<file path="src/rtl/axil_master_ctrl_if.sv">
`default_nettype none
// ============================================================================
// axil_master_ctrl_if : core request/response port plus AXI4-Lite master bus
// Rev 1.0
// ============================================================================
interface axil_master_ctrl_if #(
  parameter int ADDR_WIDTH = 32,
  parameter int DATA_WIDTH = 32
);
  localparam int STRB_WIDTH = DATA_WIDTH / 8;

  logic                  req_valid;
  logic                  req_ready;
  logic                  req_write;
  logic [ADDR_WIDTH-1:0] req_addr;
  logic [DATA_WIDTH-1:0] req_wdata;
  logic [STRB_WIDTH-1:0] req_wstrb;
  logic                  rsp_valid;
  logic [DATA_WIDTH-1:0] rsp_rdata;
  logic [1:0]            rsp_resp;
  logic                  rsp_timeout;

  logic [ADDR_WIDTH-1:0] M_AWADDR;
  logic [2:0]            M_AWPROT;
  logic                  M_AWVALID;
  logic                  M_AWREADY;
  logic [DATA_WIDTH-1:0] M_WDATA;
  logic [STRB_WIDTH-1:0] M_WSTRB;
  logic                  M_WVALID;
  logic                  M_WREADY;
  logic [1:0]            M_BRESP;
  logic                  M_BVALID;
  logic                  M_BREADY;
  logic [ADDR_WIDTH-1:0] M_ARADDR;
  logic [2:0]            M_ARPROT;
  logic                  M_ARVALID;
  logic                  M_ARREADY;
  logic [DATA_WIDTH-1:0] M_RDATA;
  logic [1:0]            M_RRESP;
  logic                  M_RVALID;
  logic                  M_RREADY;

  modport master (
    input  req_valid, req_write, req_addr, req_wdata, req_wstrb,
    output req_ready, rsp_valid, rsp_rdata, rsp_resp, rsp_timeout,
    output M_AWADDR, M_AWPROT, M_AWVALID, input M_AWREADY,
    output M_WDATA, M_WSTRB, M_WVALID, input M_WREADY,
    input  M_BRESP, M_BVALID, output M_BREADY,
    output M_ARADDR, M_ARPROT, M_ARVALID, input M_ARREADY,
    input  M_RDATA, M_RRESP, M_RVALID, output M_RREADY
  );

  modport slave (
    output req_valid, req_write, req_addr, req_wdata, req_wstrb,
    input  req_ready, rsp_valid, rsp_rdata, rsp_resp, rsp_timeout,
    input  M_AWADDR, M_AWPROT, M_AWVALID, output M_AWREADY,
    input  M_WDATA, M_WSTRB, M_WVALID, output M_WREADY,
    output M_BRESP, M_BVALID, input M_BREADY,
    input  M_ARADDR, M_ARPROT, M_ARVALID, output M_ARREADY,
    output M_RDATA, M_RRESP, M_RVALID, input M_RREADY
  );
endinterface
`default_nettype wire

</file>
<file path="src/rtl/axil_master_ctrl.sv">
`default_nettype none
// ============================================================================
// axil_master_ctrl : single-outstanding AXI4-Lite master with timeout watchdog
// Rev 1.0
// ============================================================================
module axil_master_ctrl #(
  parameter int         ADDR_WIDTH     = 32,
  parameter int         DATA_WIDTH     = 32,
  parameter int         TIMEOUT_CYCLES = 1024,
  parameter logic [2:0] PROT_VALUE     = 3'b000
) (
  input  logic              ACLK,
  input  logic              ARESET,
  axil_master_ctrl_if.master bus
);
  localparam int STRB_WIDTH = DATA_WIDTH / 8;
  localparam int CNT_W      = (TIMEOUT_CYCLES > 2) ? $clog2(TIMEOUT_CYCLES) : 1;
  localparam logic [CNT_W-1:0] CNT_LAST =
    CNT_W'((TIMEOUT_CYCLES > 0) ? (TIMEOUT_CYCLES - 1) : 0);

  typedef enum logic [2:0] {
    IDLE    = 3'd0,
    WR_REQ  = 3'd1,
    WR_RESP = 3'd2,
    RD_ADDR = 3'd3,
    RD_DATA = 3'd4
  } state_t;

  state_t                state_q, state_d;
  logic [ADDR_WIDTH-1:0] addr_q, addr_d;
  logic [DATA_WIDTH-1:0] wdata_q, wdata_d;
  logic [STRB_WIDTH-1:0] wstrb_q, wstrb_d;
  logic                  aw_done_q, aw_done_d;
  logic                  w_done_q, w_done_d;
  logic [CNT_W-1:0]      cnt_q, cnt_d;
  logic                  rsp_valid_q, rsp_valid_d;
  logic [1:0]            rsp_resp_q, rsp_resp_d;
  logic [DATA_WIDTH-1:0] rsp_rdata_q, rsp_rdata_d;
  logic                  rsp_timeout_q, rsp_timeout_d;

  logic aw_valid, w_valid, wd_fire;

  // VALID/READY are pure decodes of registered state, so reset clears them at once
  assign aw_valid = (state_q == WR_REQ) && !aw_done_q;
  assign w_valid  = (state_q == WR_REQ) && !w_done_q;

  always_comb begin
    state_d       = state_q;
    addr_d        = addr_q;
    wdata_d       = wdata_q;
    wstrb_d       = wstrb_q;
    aw_done_d     = aw_done_q;
    w_done_d      = w_done_q;
    rsp_valid_d   = 1'b0;
    rsp_resp_d    = rsp_resp_q;
    rsp_rdata_d   = rsp_rdata_q;
    rsp_timeout_d = rsp_timeout_q;
    wd_fire       = 1'b0;

    case (state_q)
      IDLE: begin
        if (bus.req_valid) begin
          addr_d    = bus.req_addr;
          wdata_d   = bus.req_wdata;
          wstrb_d   = bus.req_wstrb;
          aw_done_d = 1'b0;
          w_done_d  = 1'b0;
          state_d   = bus.req_write ? WR_REQ : RD_ADDR;
        end
      end
      WR_REQ: begin
        if (aw_valid && bus.M_AWREADY) aw_done_d = 1'b1;
        if (w_valid && bus.M_WREADY)   w_done_d  = 1'b1;
        if (aw_done_d && w_done_d)     state_d   = WR_RESP;
      end
      WR_RESP: begin
        if (bus.M_BVALID) begin
          state_d       = IDLE;
          rsp_valid_d   = 1'b1;
          rsp_resp_d    = bus.M_BRESP;
          rsp_timeout_d = 1'b0;
        end
      end
      RD_ADDR: begin
        if (bus.M_ARREADY) state_d = RD_DATA;
      end
      RD_DATA: begin
        if (bus.M_RVALID) begin
          state_d       = IDLE;
          rsp_valid_d   = 1'b1;
          rsp_resp_d    = bus.M_RRESP;
          rsp_rdata_d   = bus.M_RDATA;
          rsp_timeout_d = 1'b0;
        end
      end
      default: state_d = IDLE;
    endcase

    // A terminating handshake changes state, so it takes priority over the watchdog
    if ((TIMEOUT_CYCLES != 0) && (state_q != IDLE) && (state_d == state_q) &&
        (cnt_q == CNT_LAST)) begin
      wd_fire       = 1'b1;
      state_d       = IDLE;
      rsp_valid_d   = 1'b1;
      rsp_resp_d    = 2'b10;
      rsp_timeout_d = 1'b1;
    end

    if ((state_q == IDLE) || (state_d != state_q)) cnt_d = '0;
    else                                           cnt_d = cnt_q + 1'b1;
  end

  always_ff @(posedge ACLK or posedge ARESET) begin
    if (ARESET) begin
      state_q       <= IDLE;
      addr_q        <= '0;
      wdata_q       <= '0;
      wstrb_q       <= '0;
      aw_done_q     <= 1'b0;
      w_done_q      <= 1'b0;
      cnt_q         <= '0;
      rsp_valid_q   <= 1'b0;
      rsp_resp_q    <= 2'b00;
      rsp_rdata_q   <= '0;
      rsp_timeout_q <= 1'b0;
    end else begin
      state_q       <= state_d;
      addr_q        <= addr_d;
      wdata_q       <= wdata_d;
      wstrb_q       <= wstrb_d;
      aw_done_q     <= aw_done_d;
      w_done_q      <= w_done_d;
      cnt_q         <= cnt_d;
      rsp_valid_q   <= rsp_valid_d;
      rsp_resp_q    <= rsp_resp_d;
      rsp_rdata_q   <= rsp_rdata_d;
      rsp_timeout_q <= rsp_timeout_d;
    end
  end

  assign bus.req_ready   = (state_q == IDLE);
  assign bus.rsp_valid   = rsp_valid_q;
  assign bus.rsp_resp    = rsp_resp_q;
  assign bus.rsp_rdata   = rsp_rdata_q;
  assign bus.rsp_timeout = rsp_timeout_q;

  assign bus.M_AWADDR  = addr_q;
  assign bus.M_AWPROT  = PROT_VALUE;
  assign bus.M_AWVALID = aw_valid;
  assign bus.M_WDATA   = wdata_q;
  assign bus.M_WSTRB   = wstrb_q;
  assign bus.M_WVALID  = w_valid;
  assign bus.M_BREADY  = (state_q == WR_RESP);
  assign bus.M_ARADDR  = addr_q;
  assign bus.M_ARPROT  = PROT_VALUE;
  assign bus.M_ARVALID = (state_q == RD_ADDR);
  assign bus.M_RREADY  = (state_q == RD_DATA);

  logic unused_ok;
  assign unused_ok = wd_fire;
endmodule
`default_nettype wire

</file>
<file path="src/flat_wrapper.sv">
// flat-port wrapper written by rule: the top's interface ports become plain ports
module axil_master_ctrl_flat 
#(
  parameter int         ADDR_WIDTH     = 32,
  parameter int         DATA_WIDTH     = 32,
  parameter int         TIMEOUT_CYCLES = 1024,
  parameter logic [2:0] PROT_VALUE     = 3'b000
)
  (ACLK, ARESET, bus_req_valid, bus_req_write, bus_req_addr, bus_req_wdata, bus_req_wstrb, bus_req_ready, bus_rsp_valid, bus_rsp_rdata, bus_rsp_resp, bus_rsp_timeout, bus_M_AWADDR, bus_M_AWPROT, bus_M_AWVALID, bus_M_AWREADY, bus_M_WDATA, bus_M_WSTRB, bus_M_WVALID, bus_M_WREADY, bus_M_BRESP, bus_M_BVALID, bus_M_BREADY, bus_M_ARADDR, bus_M_ARPROT, bus_M_ARVALID, bus_M_ARREADY, bus_M_RDATA, bus_M_RRESP, bus_M_RVALID, bus_M_RREADY);
  axil_master_ctrl_if #(.ADDR_WIDTH(ADDR_WIDTH), .DATA_WIDTH(DATA_WIDTH)) bus_i ();
  input  logic ACLK;
  input  logic ARESET;
  input wire logic [$bits(bus_i.req_valid)-1:0] bus_req_valid;
  input wire logic [$bits(bus_i.req_write)-1:0] bus_req_write;
  input wire logic [$bits(bus_i.req_addr)-1:0] bus_req_addr;
  input wire logic [$bits(bus_i.req_wdata)-1:0] bus_req_wdata;
  input wire logic [$bits(bus_i.req_wstrb)-1:0] bus_req_wstrb;
  output wire logic [$bits(bus_i.req_ready)-1:0] bus_req_ready;
  output wire logic [$bits(bus_i.rsp_valid)-1:0] bus_rsp_valid;
  output wire logic [$bits(bus_i.rsp_rdata)-1:0] bus_rsp_rdata;
  output wire logic [$bits(bus_i.rsp_resp)-1:0] bus_rsp_resp;
  output wire logic [$bits(bus_i.rsp_timeout)-1:0] bus_rsp_timeout;
  output wire logic [$bits(bus_i.M_AWADDR)-1:0] bus_M_AWADDR;
  output wire logic [$bits(bus_i.M_AWPROT)-1:0] bus_M_AWPROT;
  output wire logic [$bits(bus_i.M_AWVALID)-1:0] bus_M_AWVALID;
  input wire logic [$bits(bus_i.M_AWREADY)-1:0] bus_M_AWREADY;
  output wire logic [$bits(bus_i.M_WDATA)-1:0] bus_M_WDATA;
  output wire logic [$bits(bus_i.M_WSTRB)-1:0] bus_M_WSTRB;
  output wire logic [$bits(bus_i.M_WVALID)-1:0] bus_M_WVALID;
  input wire logic [$bits(bus_i.M_WREADY)-1:0] bus_M_WREADY;
  input wire logic [$bits(bus_i.M_BRESP)-1:0] bus_M_BRESP;
  input wire logic [$bits(bus_i.M_BVALID)-1:0] bus_M_BVALID;
  output wire logic [$bits(bus_i.M_BREADY)-1:0] bus_M_BREADY;
  output wire logic [$bits(bus_i.M_ARADDR)-1:0] bus_M_ARADDR;
  output wire logic [$bits(bus_i.M_ARPROT)-1:0] bus_M_ARPROT;
  output wire logic [$bits(bus_i.M_ARVALID)-1:0] bus_M_ARVALID;
  input wire logic [$bits(bus_i.M_ARREADY)-1:0] bus_M_ARREADY;
  input wire logic [$bits(bus_i.M_RDATA)-1:0] bus_M_RDATA;
  input wire logic [$bits(bus_i.M_RRESP)-1:0] bus_M_RRESP;
  input wire logic [$bits(bus_i.M_RVALID)-1:0] bus_M_RVALID;
  output wire logic [$bits(bus_i.M_RREADY)-1:0] bus_M_RREADY;
  assign bus_i.req_valid = bus_req_valid;
  assign bus_i.req_write = bus_req_write;
  assign bus_i.req_addr = bus_req_addr;
  assign bus_i.req_wdata = bus_req_wdata;
  assign bus_i.req_wstrb = bus_req_wstrb;
  assign bus_req_ready = bus_i.req_ready;
  assign bus_rsp_valid = bus_i.rsp_valid;
  assign bus_rsp_rdata = bus_i.rsp_rdata;
  assign bus_rsp_resp = bus_i.rsp_resp;
  assign bus_rsp_timeout = bus_i.rsp_timeout;
  assign bus_M_AWADDR = bus_i.M_AWADDR;
  assign bus_M_AWPROT = bus_i.M_AWPROT;
  assign bus_M_AWVALID = bus_i.M_AWVALID;
  assign bus_i.M_AWREADY = bus_M_AWREADY;
  assign bus_M_WDATA = bus_i.M_WDATA;
  assign bus_M_WSTRB = bus_i.M_WSTRB;
  assign bus_M_WVALID = bus_i.M_WVALID;
  assign bus_i.M_WREADY = bus_M_WREADY;
  assign bus_i.M_BRESP = bus_M_BRESP;
  assign bus_i.M_BVALID = bus_M_BVALID;
  assign bus_M_BREADY = bus_i.M_BREADY;
  assign bus_M_ARADDR = bus_i.M_ARADDR;
  assign bus_M_ARPROT = bus_i.M_ARPROT;
  assign bus_M_ARVALID = bus_i.M_ARVALID;
  assign bus_i.M_ARREADY = bus_M_ARREADY;
  assign bus_i.M_RDATA = bus_M_RDATA;
  assign bus_i.M_RRESP = bus_M_RRESP;
  assign bus_i.M_RVALID = bus_M_RVALID;
  assign bus_M_RREADY = bus_i.M_RREADY;
  axil_master_ctrl #(.ADDR_WIDTH(ADDR_WIDTH), .DATA_WIDTH(DATA_WIDTH), .TIMEOUT_CYCLES(TIMEOUT_CYCLES), .PROT_VALUE(PROT_VALUE)) u_core (.ACLK(ACLK), .ARESET(ARESET), .bus(bus_i));
endmodule
</file>
<file path="config.mk">
export PLATFORM = sky130hd
export DESIGN_NAME = axil_master_ctrl_flat
export DESIGN_NICKNAME = d
export VERILOG_FILES = /design/src/rtl/axil_master_ctrl_if.sv /design/src/rtl/axil_master_ctrl.sv /design/src/flat_wrapper.sv
export SDC_FILE = /design/constraint.sdc
export NUM_CORES = 1
export LEC_CHECK = 0
export CAP_MARGIN = 20
export CORE_AREA = 4 4 118 120
export CTS_CLUSTER_DIAMETER = 40
export DETAILED_ROUTE_END_ITERATION = 12
export DIE_AREA = 0 0 122 124
export GPL_ROUTABILITY_DRIVEN = 0
export MAX_ROUTING_LAYER = met4
export PLACE_DENSITY = 0.8
export SKIP_LAST_GASP = 1
export SLEW_MARGIN = 5
export SYNTH_ARGS = -nofsm -noshare
export SYNTH_HDL_FRONTEND = slang
export SYNTH_SLANG_ARGS = --single-unit
</file>
<file path="constraint.sdc">
create_clock -name ACLK -period 4.2 [get_ports ACLK]
set_input_delay 0.63 -clock ACLK [delete_from_list [all_inputs] [get_ports ACLK]]
set_output_delay 0.63 -clock ACLK [all_outputs]
set_load 0.01 [all_outputs]
</file>
==> metrics.md, run 1 <==
| Metric | Value |
|---|---|
| Outcome | `finished, final reports clean` |
| Final Hold Fails | `0` |
| Pwr Density | `roughly 780 mW/mm²` |
| Slew margin rel. | `51.9%` |
| First-pass GRT wire length | `19.9 mm` |
| Via/cell ratio | `4.69` |
| Die Width | `between 100 and 150 µm` |
| WL final | `13.2 mm` |
| Layout Nets | `714` |
| Sequential cell area fraction in the yosys report | `between 50% and 60%` |
| Synth Warn # | `0` |
| Iteration-0 DRC Markers | `~160` |
| Peak supply drop | `0.386 mV` |
| Max Fclk | `0.366 GHz` |
| Wire length per cell | `16.8 µm` |
| Pwr Total | `6.28 mW` |
| CP peak stage delay | `roughly 0.54 ns` |
| Tcrit/Tclk final | `65.1%` |
| ANT cells | `0` |
| Pre-antenna DRT Iters | `4` |
| Final hold slack | `between 0.4 and 0.5 ns` |
| Hold bufs inserted after CTS | `0` |
| Cell variety after synth | `43` |
| Worst-skew pair later-pin latency | `~0.40 ns` |
| Combinational Power Share | `a little under half` |
| Setup ws final | `roughly 1.5 ns` |
| DP Wirelength | `10.2 mm` |
| Net Sw Frac | `30.2%` |
| Number of flops mapped to enable cells by yosys | `0` |
| Post-synth top area share | `58.8%` |
| Starting density of the core | `39.0%` |
| CTS Sinks | `about 120` |
| Dpl cells | `around 760` |
| Most numerous cell in the Yosys netlist | `dfrtp_1` |
| # IOs | `261` |
| Critical path type | `reg2out` |
| Post-CTS setup buffer count | `0` |
| Worst-path clk slew | `0.05 ns` |
| Worst path arrival time | `2.11 ns` |
| Setup_tns | `0 ns` |
| Final ANT Viol Nets | `0` |
| Antenna violations before repair | `0` |
| CTS tree | `yes` |
| Minimum clock period after layout | `around 2.7 ns` |
| Worst Path Required | `roughly 3.6 ns` |
| LEAKAGE | `3.40 nW` |
| Mapped Area | `0.00507 mm²` |
| Clock share of power | `21.5%` |
| Crit path max fanout | `14` |
| Number of synthesized register bits | `119` |
| Post-synth ARST share | `between 90% and 100%` |
| Slowest cell on the critical path | `dfrtp_1` |
| Synth area leaders | `dfrtp_1 (59%), mux2_2 (22%), buf_4 (6.1%)` |
| P_int | `roughly 4.4 mW` |
| GR Overflow Total | `0` |
| Final Max Slew Viols | `0` |
| Filler Cells Inserted | `1,024` |
| Mapped Avg Cell Area | `13.7 µm²` |
| Cell count after synthesis | `369` |
| Sequential share of power | `32.7%` |
| Share of cells above drive strength 1 | `roughly 22%` |
| Rows | `42` |
| Worst hold path type | `reg2reg` |
| # resized after CTS | `0` |
| Critical Path, Cell by Cell | `or3b_1, inv_1, clkdlybuf4s50_1` |
| Pre-CTS worst setup slack | `1.45 ns` |
| Clock Skew | `0.00611 ns` |
| CTS root buf | `clkbuf_16` |
| RSZ-0062 raised after global routing | `false` |
| Post-synth top cells | `dfrtp_1 (119), mux2_2 (98), buf_4 (41), nor2_1 (28), buf_2 (10)` |
| # setup viols final | `0` |
| Largest net degree at the start of global routing | `90` |
| Critical Path Sink Type | `primary output` |
| Max-cap violations | `0` |
| Psw | `around 1.9 mW` |
| CTS Buffer Depth | `2` |
| Vias in the first global route | `3,928` |
| IO buf count | `between 200 and 300` |
| Vias | `3,688` |
| Total CTS buffers | `17` |
| Worst slew pin tran | `around 0.72 ns` |
| H-tree depth | `4` |
| Die Ht | `about 120 µm` |
| DIE AREA | `roughly 0.015 mm²` |
| P&R area growth vs syn | `59.7%` |
| Critical Path Source Type | `flip-flop` |
| Residual DRC | `0` |
| Total GRT Usage | `17.5%` |
| CORE AREA | `between 0.01 and 0.015 mm²` |
| Finished Layout Cells | `787` |
| Ys flop type | `dfrtp_1` |
| Synth area leader | `dfrtp_1` |
## final timing paths
path / start / endpoint / slack, ns / cells after the start
setup / recovery: u_core.state_q[0]$_DFF_PP0_ / bus_M_RREADY / 1.46 / 3
hold / removal: u_core.bus.rsp_timeout$_DFFE_PP0P_ / u_core.bus.rsp_timeout$_DFFE_PP0P_ / 0.48 / 1
setup reg to reg: u_core.state_q[0]$_DFF_PP0_ / u_core.bus.M_ARADDR[3]$_DFFE_PP0P_ / 1.71 / 4
hold reg to reg: u_core.bus.rsp_timeout$_DFFE_PP0P_ / u_core.bus.rsp_timeout$_DFFE_PP0P_ / 0.48 / 1
max in group asynchronous: ARESET / u_core.bus.M_ARADDR[26]$_DFFE_PP0P_ / 2.75 / 4
min in group asynchronous: ARESET / u_core.bus.rsp_rdata[6]$_DFFE_PP0P_ / 0.53 / 2
## power by group through the flow
stage          combinational (mW)  sequential (mW)  clock (mW)
2_1_floorplan                1.23             2.24           0
5_1_grt                      3.06             2.14        1.44
3_3_place_gp                 2.85             2.04           0
6_report                     2.87             2.05        1.35
4_1_cts                      2.92             2.06        1.39
3_5_place_dp                 2.91             2.08           0
## critical path, delay by kind of cell, from the launching register on
kind | cells | cell delay [ns]
buffers and inverters | 2 | 0.65
flip-flops | 1 | 0.54
AND/OR/NAND/NOR | 1 | 0.52
## kinds of logic (layout without fill, tap and decap cells)
group | count (synthesis) | after routing | synth area share (%)
buf+inv | 59 | 296 | 7.80
other cells | 1 | 6 | 0.0740
compound gates | 20 | 20 | 2.96
simple gates | 58 | 58 | 5.66
flops | 119 | 119 | 58.8
mux | 103 | 103 | 23.1
xor+xnor | 8 | 8 | 1.38
fa+ha+maj | 1 | 1 | 0.247
## metal layers
metal | track usage, % | routed length [µm] | vias to the layer above
met2 | 30.9 | 7240 | 164
met1 | 18.8 | 4820 | 1812
met5 | - | 0 | -
met3 | 5.13 | 951 | 17
met4 | 6.51 | 218 | 0
li1 | - | - | 1695
## placed cells by master, fill, tap and decap left out, drive strengths merged, types with 2 or more instances in the layout
cell type / netlist / layout
clkdlybuf4s50: 0 / 254
dfrtp: 119 / 119
mux2: 101 / 101
nor2: 28 / 28
clkbuf: 1 / 26
a21oi: 9 / 9
nand2: 7 / 7
conb: 1 / 6
buf: 52 / 6
inv: 6 / 6
xor2: 5 / 5
nand2b: 3 / 3
nand3: 3 / 3
xnor2: 3 / 3
o21ai: 3 / 3
nor3: 2 / 2
nor2b: 2 / 2
nand4: 2 / 2
clkinv: 0 / 2
bufinv: 0 / 2
and2: 2 / 2
and3: 2 / 2
## registers in the layout, summed over array words and instances, names as in the netlist
register	flops
u_core.cnt_q	10
u_core.state_q	3
u_core.bus.rsp_timeout	1
u_core.bus.M_WSTRB	4
u_core.bus.rsp_valid	1
u_core.bus.M_WDATA	32
u_core.bus.rsp_rdata	32
u_core.aw_done_q	1
u_core.bus.M_ARADDR	32
u_core.w_done_q	1
u_core.bus.rsp_resp	2
## stage by stage
| stage | area (µm²) | util, % |
|---|---|---|
| final | 8090 | 62.3 |
| after global routing | 8090 | 62.3 |
| after CTS | 8070 | 62.1 |
| after detailed placement | 7520 | 57.9 |
| after global placement | 7520 | 57.9 |
| after floorplan | 5080 | - |
## layout make-up
cell class | count | area (µm²) | share of cell area, %
clock buffer | 26 | 479 | 5.92
inverter | 6 | 25.0 | 0.309
multi-input combinational | 196 | 1710 | 21.2
clock inverter | 4 | 70.1 | 0.866
timing repair buffer | 260 | 2610 | 32.2
tap | 176 | 220 | 2.72
sequential | 119 | 2980 | 36.8
(Power assumes the default switching activity.)
==> inputs of run 2 (changes only) <==
--- a/config.mk
+++ b/config.mk
@@ -6,13 +6,13 @@
 export NUM_CORES = 1
 export LEC_CHECK = 0
 export CAP_MARGIN = 20
-export CORE_AREA = 4 4 118 120
+export CORE_AREA = 4 4 124 126
 export CTS_CLUSTER_DIAMETER = 40
 export DETAILED_ROUTE_END_ITERATION = 12
-export DIE_AREA = 0 0 122 124
+export DIE_AREA = 0 0 128 130
 export GPL_ROUTABILITY_DRIVEN = 0
 export MAX_ROUTING_LAYER = met4
-export PLACE_DENSITY = 0.8
+export PLACE_DENSITY = 0.76
 export SKIP_LAST_GASP = 1
 export SLEW_MARGIN = 5
 export SYNTH_ARGS = -nofsm -noshare
==> constraint.sdc (replaced) <==
create_clock -name ACLK -period 2.2 [get_ports ACLK]
set_input_delay 0.33 -clock ACLK [delete_from_list [all_inputs] [get_ports ACLK]]
set_output_delay 0.33 -clock ACLK [all_outputs]
set_load 0.01 [all_outputs]
==> metrics.md, run 2 (synthesis gave the netlist of run 1 again) <==
| Metric | Value |
|---|---|
| Worst-path clk slew | `0.05 ns (about the same)` |
| CORE AREA | `0.0143 mm² (+10%)` |
| H-tree depth | `4 (unchanged)` |
| Final hold slack | `0.398 ns (-0.0795 ns)` |
| Commonest cells after routing, fill and taps aside | `clkdlybuf4s50_1 (252), dfrtp_1 (116), mux2_2 (98)` |
| Setup_tns | `0 ns (unchanged)` |
| Hold bufs inserted after CTS | `0 (unchanged)` |
| Multi-input logic area | `0.00172 mm² (+0.29%)` |
| Total GRT Usage | `16.3% (-1.2 points)` |
| Worst Path Required | `1.87 ns (-1.70 ns)` |
| P&R area growth vs syn | `61.8%` |
| DP Wirelength | `10.0 mm (-1.4%)` |
| Pre-antenna DRT Iters | `4 (unchanged)` |
| Clock Skew | `0.00702 ns (+0.000916 ns)` |
| Vias | `3,738 (+1.4%)` |
| WL final | `13.2 mm (-0.59%)` |
| # IOs | `261 (unchanged)` |
| Worst R2R End | `u_core.state_q[1]$_DFF_PP0_` |
| Most common cell after layout, fill and taps aside | `clkdlybuf4s50_1` |
| Rows | `44 (+4.8%)` |
| GR Overflow Total | `0 (unchanged)` |
| Worst path arrival time | `1.78 ns (-0.33 ns)` |
| Final Hold Fails | `0 (unchanged)` |
| Antenna violations before repair | `0 (unchanged)` |
| Critical Path Sink Type | `primary output` |
| Vias in the first global route | `4,099 (+4.4%)` |
| Outcome | `finished, final reports clean` |
| Minimum clock period after layout | `2.11 ns` |
| Die Width | `128 µm (+4.9%)` |
| Design Area, Final | `0.00820 mm² (+1.3%)` |
| First-pass GRT wire length | `20.5 mm (+3.1%)` |
| Tcrit/Tclk final | `a little over nine tenths` |
| WP buf/inv | `2 (unchanged)` |
| Critical Path, Cell by Cell | `buf_4, nand2b_1, nor2_1, clkdlybuf4s50_1` |
| Total CTS buffers | `17 (unchanged)` |
| Register area | `0.00298 mm² (+0.13%)` |
| CTS Buffer Depth | `2 (unchanged)` |
| Critical R2R Launch | `u_core.cnt_q[0]$_DFF_PP0_` |
| Top delay family on crit path | `buffers and inverters` |
| CTS tree | `yes` |
| Die Ht | `130 µm (+4.8%)` |
| LEAKAGE | `3.44 nW (+1.3%)` |
| Residual DRC | `0 (unchanged)` |
| # setup viols final | `0 (unchanged)` |
| Pre-CTS worst setup slack | `-0.0420 ns (-1.49 ns)` |
| CTS Sinks | `119 (unchanged)` |
| Worst hold path type | `in2async` |
| Iteration-0 DRC Markers | `109 (-30%)` |
| Pwr Total | `12.1 mW (+92%)` |
| Starting density of the core | `35.4% (-3.6 points)` |
| Filler Cells Inserted | `1,164 (+14%)` |
| Max Fclk | `0.473 GHz` |
| Peak supply drop | `0.631 mV (+63%)` |
| Worst path depth | `4 (+1)` |
| Critical Path Source Type | `flip-flop` |
| Max-cap violations | `0 (unchanged)` |
| Crit path launch | `u_core.state_q[1]$_DFF_PP0_` |
| Crit path max fanout | `7 (-7)` |
| Final Max Slew Viols | `0 (unchanged)` |
| Worst-skew pair later-pin latency | `0.40 ns (about the same)` |
| Placement-stage cell area | `0.00759 mm² (+1.0%)` |
| Slowest cell on the critical path | `clkdlybuf4s50_1` |
| DIE AREA | `0.0166 mm² (+10%)` |
| FF-to-FF path depth | `6 (+2)` |
| Flop2flop setup slack | `0.15 ns (-1.56 ns)` |
| Via/cell ratio | `4.66 (-0.66%)` |
| Pwr Density | `1470 mW/mm² (+90%)` |
| Post-layout util | `57.3% (-5.1 points)` |
| IO buf count | `254 (unchanged)` |
| Critical path type | `reg2out` |
| CP peak stage delay | `0.55 ns (about the same)` |
| Final ANT Viol Nets | `0 (unchanged)` |
| CTS root buf | `clkbuf_16` |
| Wire length per cell | `16.4 µm (-2.6%)` |
| Layout Nets | `720 (+0.84%)` |
| RSZ-0062 raised after global routing | `true` |
| End of the critical path | `bus_M_ARVALID` |
| ANT cells | `0 (unchanged)` |
| Share of cells above drive strength 1 | `25.0% (+2.8 points)` |
| Setup ws final | `0.0870 ns (-1.38 ns)` |
| Dpl cells | `766 (+1.3%)` |
| Finished Layout Cells | `803 (+2.0%)` |
| Largest net degree at the start of global routing | `62 (-31%)` |
==> run 2: power by group <==
part | switching (mW) | leakage [nW] | internal [mW]
registers | 0.639 | 1.46 | 3.23
clock network | 0.958 | 0.266 | 1.60
logic | 2.14 | 1.72 | 3.50
total | 3.74 | 3.44 | 8.33
==> run 2: layer usage <==
layer	vias up	global-route usage (%)	routed length, µm	share of wire, %
met3	33	5.28	1020	7.8
met5	-	-	0	0
met1	1835	17.5	4750	36
met2	172	27.6	7010	53
li1	1698	-	-	-
met4	0	7.55	369	2.8
==> run 2: repair_timing <==
action	4_1_cts	5_1_grt
pin swaps	0	1
buffers inserted	5	0
endpoints found under the hold margin	0	0
endpoints found under the setup margin	4	4
resized for setup	5	2
==> run 2: layout make-up <==
cell class | instances | area share, %
clock buffer | 19 | 5.53
clock inverter | 13 | 1.30
inverter | 6 | 0.321
multi-input combinational | 196 | 21.0
sequential | 119 | 36.4
tap | 184 | 2.81
timing repair buffer | 266 | 32.7
==> run 2: how the worst min path moves through the flow <==
stage | startpoint | to | slack (ns) | cells past startpoint
final | ARESET | u_core.bus.M_ARADDR[11]$_DFFE_PP0P_ | 0.40 | 3
after CTS | ARESET | u_core.bus.rsp_rdata[2]$_DFFE_PP0P_ | 0.41 | 3
after global routing | ARESET | u_core.bus.M_ARADDR[3]$_DFFE_PP0P_ | 0.43 | 3
after floorplan | u_core.cnt_q[0]$_DFF_PP0_ | u_core.cnt_q[0]$_DFF_PP0_ | 0.45 | 1
after detailed placement | u_core.bus.rsp_timeout$_DFFE_PP0P_ | u_core.bus.rsp_timeout$_DFFE_PP0P_ | 0.47 | 1
after global placement | u_core.bus.rsp_timeout$_DFFE_PP0P_ | u_core.bus.rsp_timeout$_DFFE_PP0P_ | 0.46 | 1
==> run 2: worst reg2reg max path: stages (launching register included) <==
cell	delay [ns]
dfrtp_1	0.39
ha_1	0.23
and4_2	0.28
or4bb_1	0.43
buf_4	0.17
a211oi_4	0.30
nor3_1	0.12
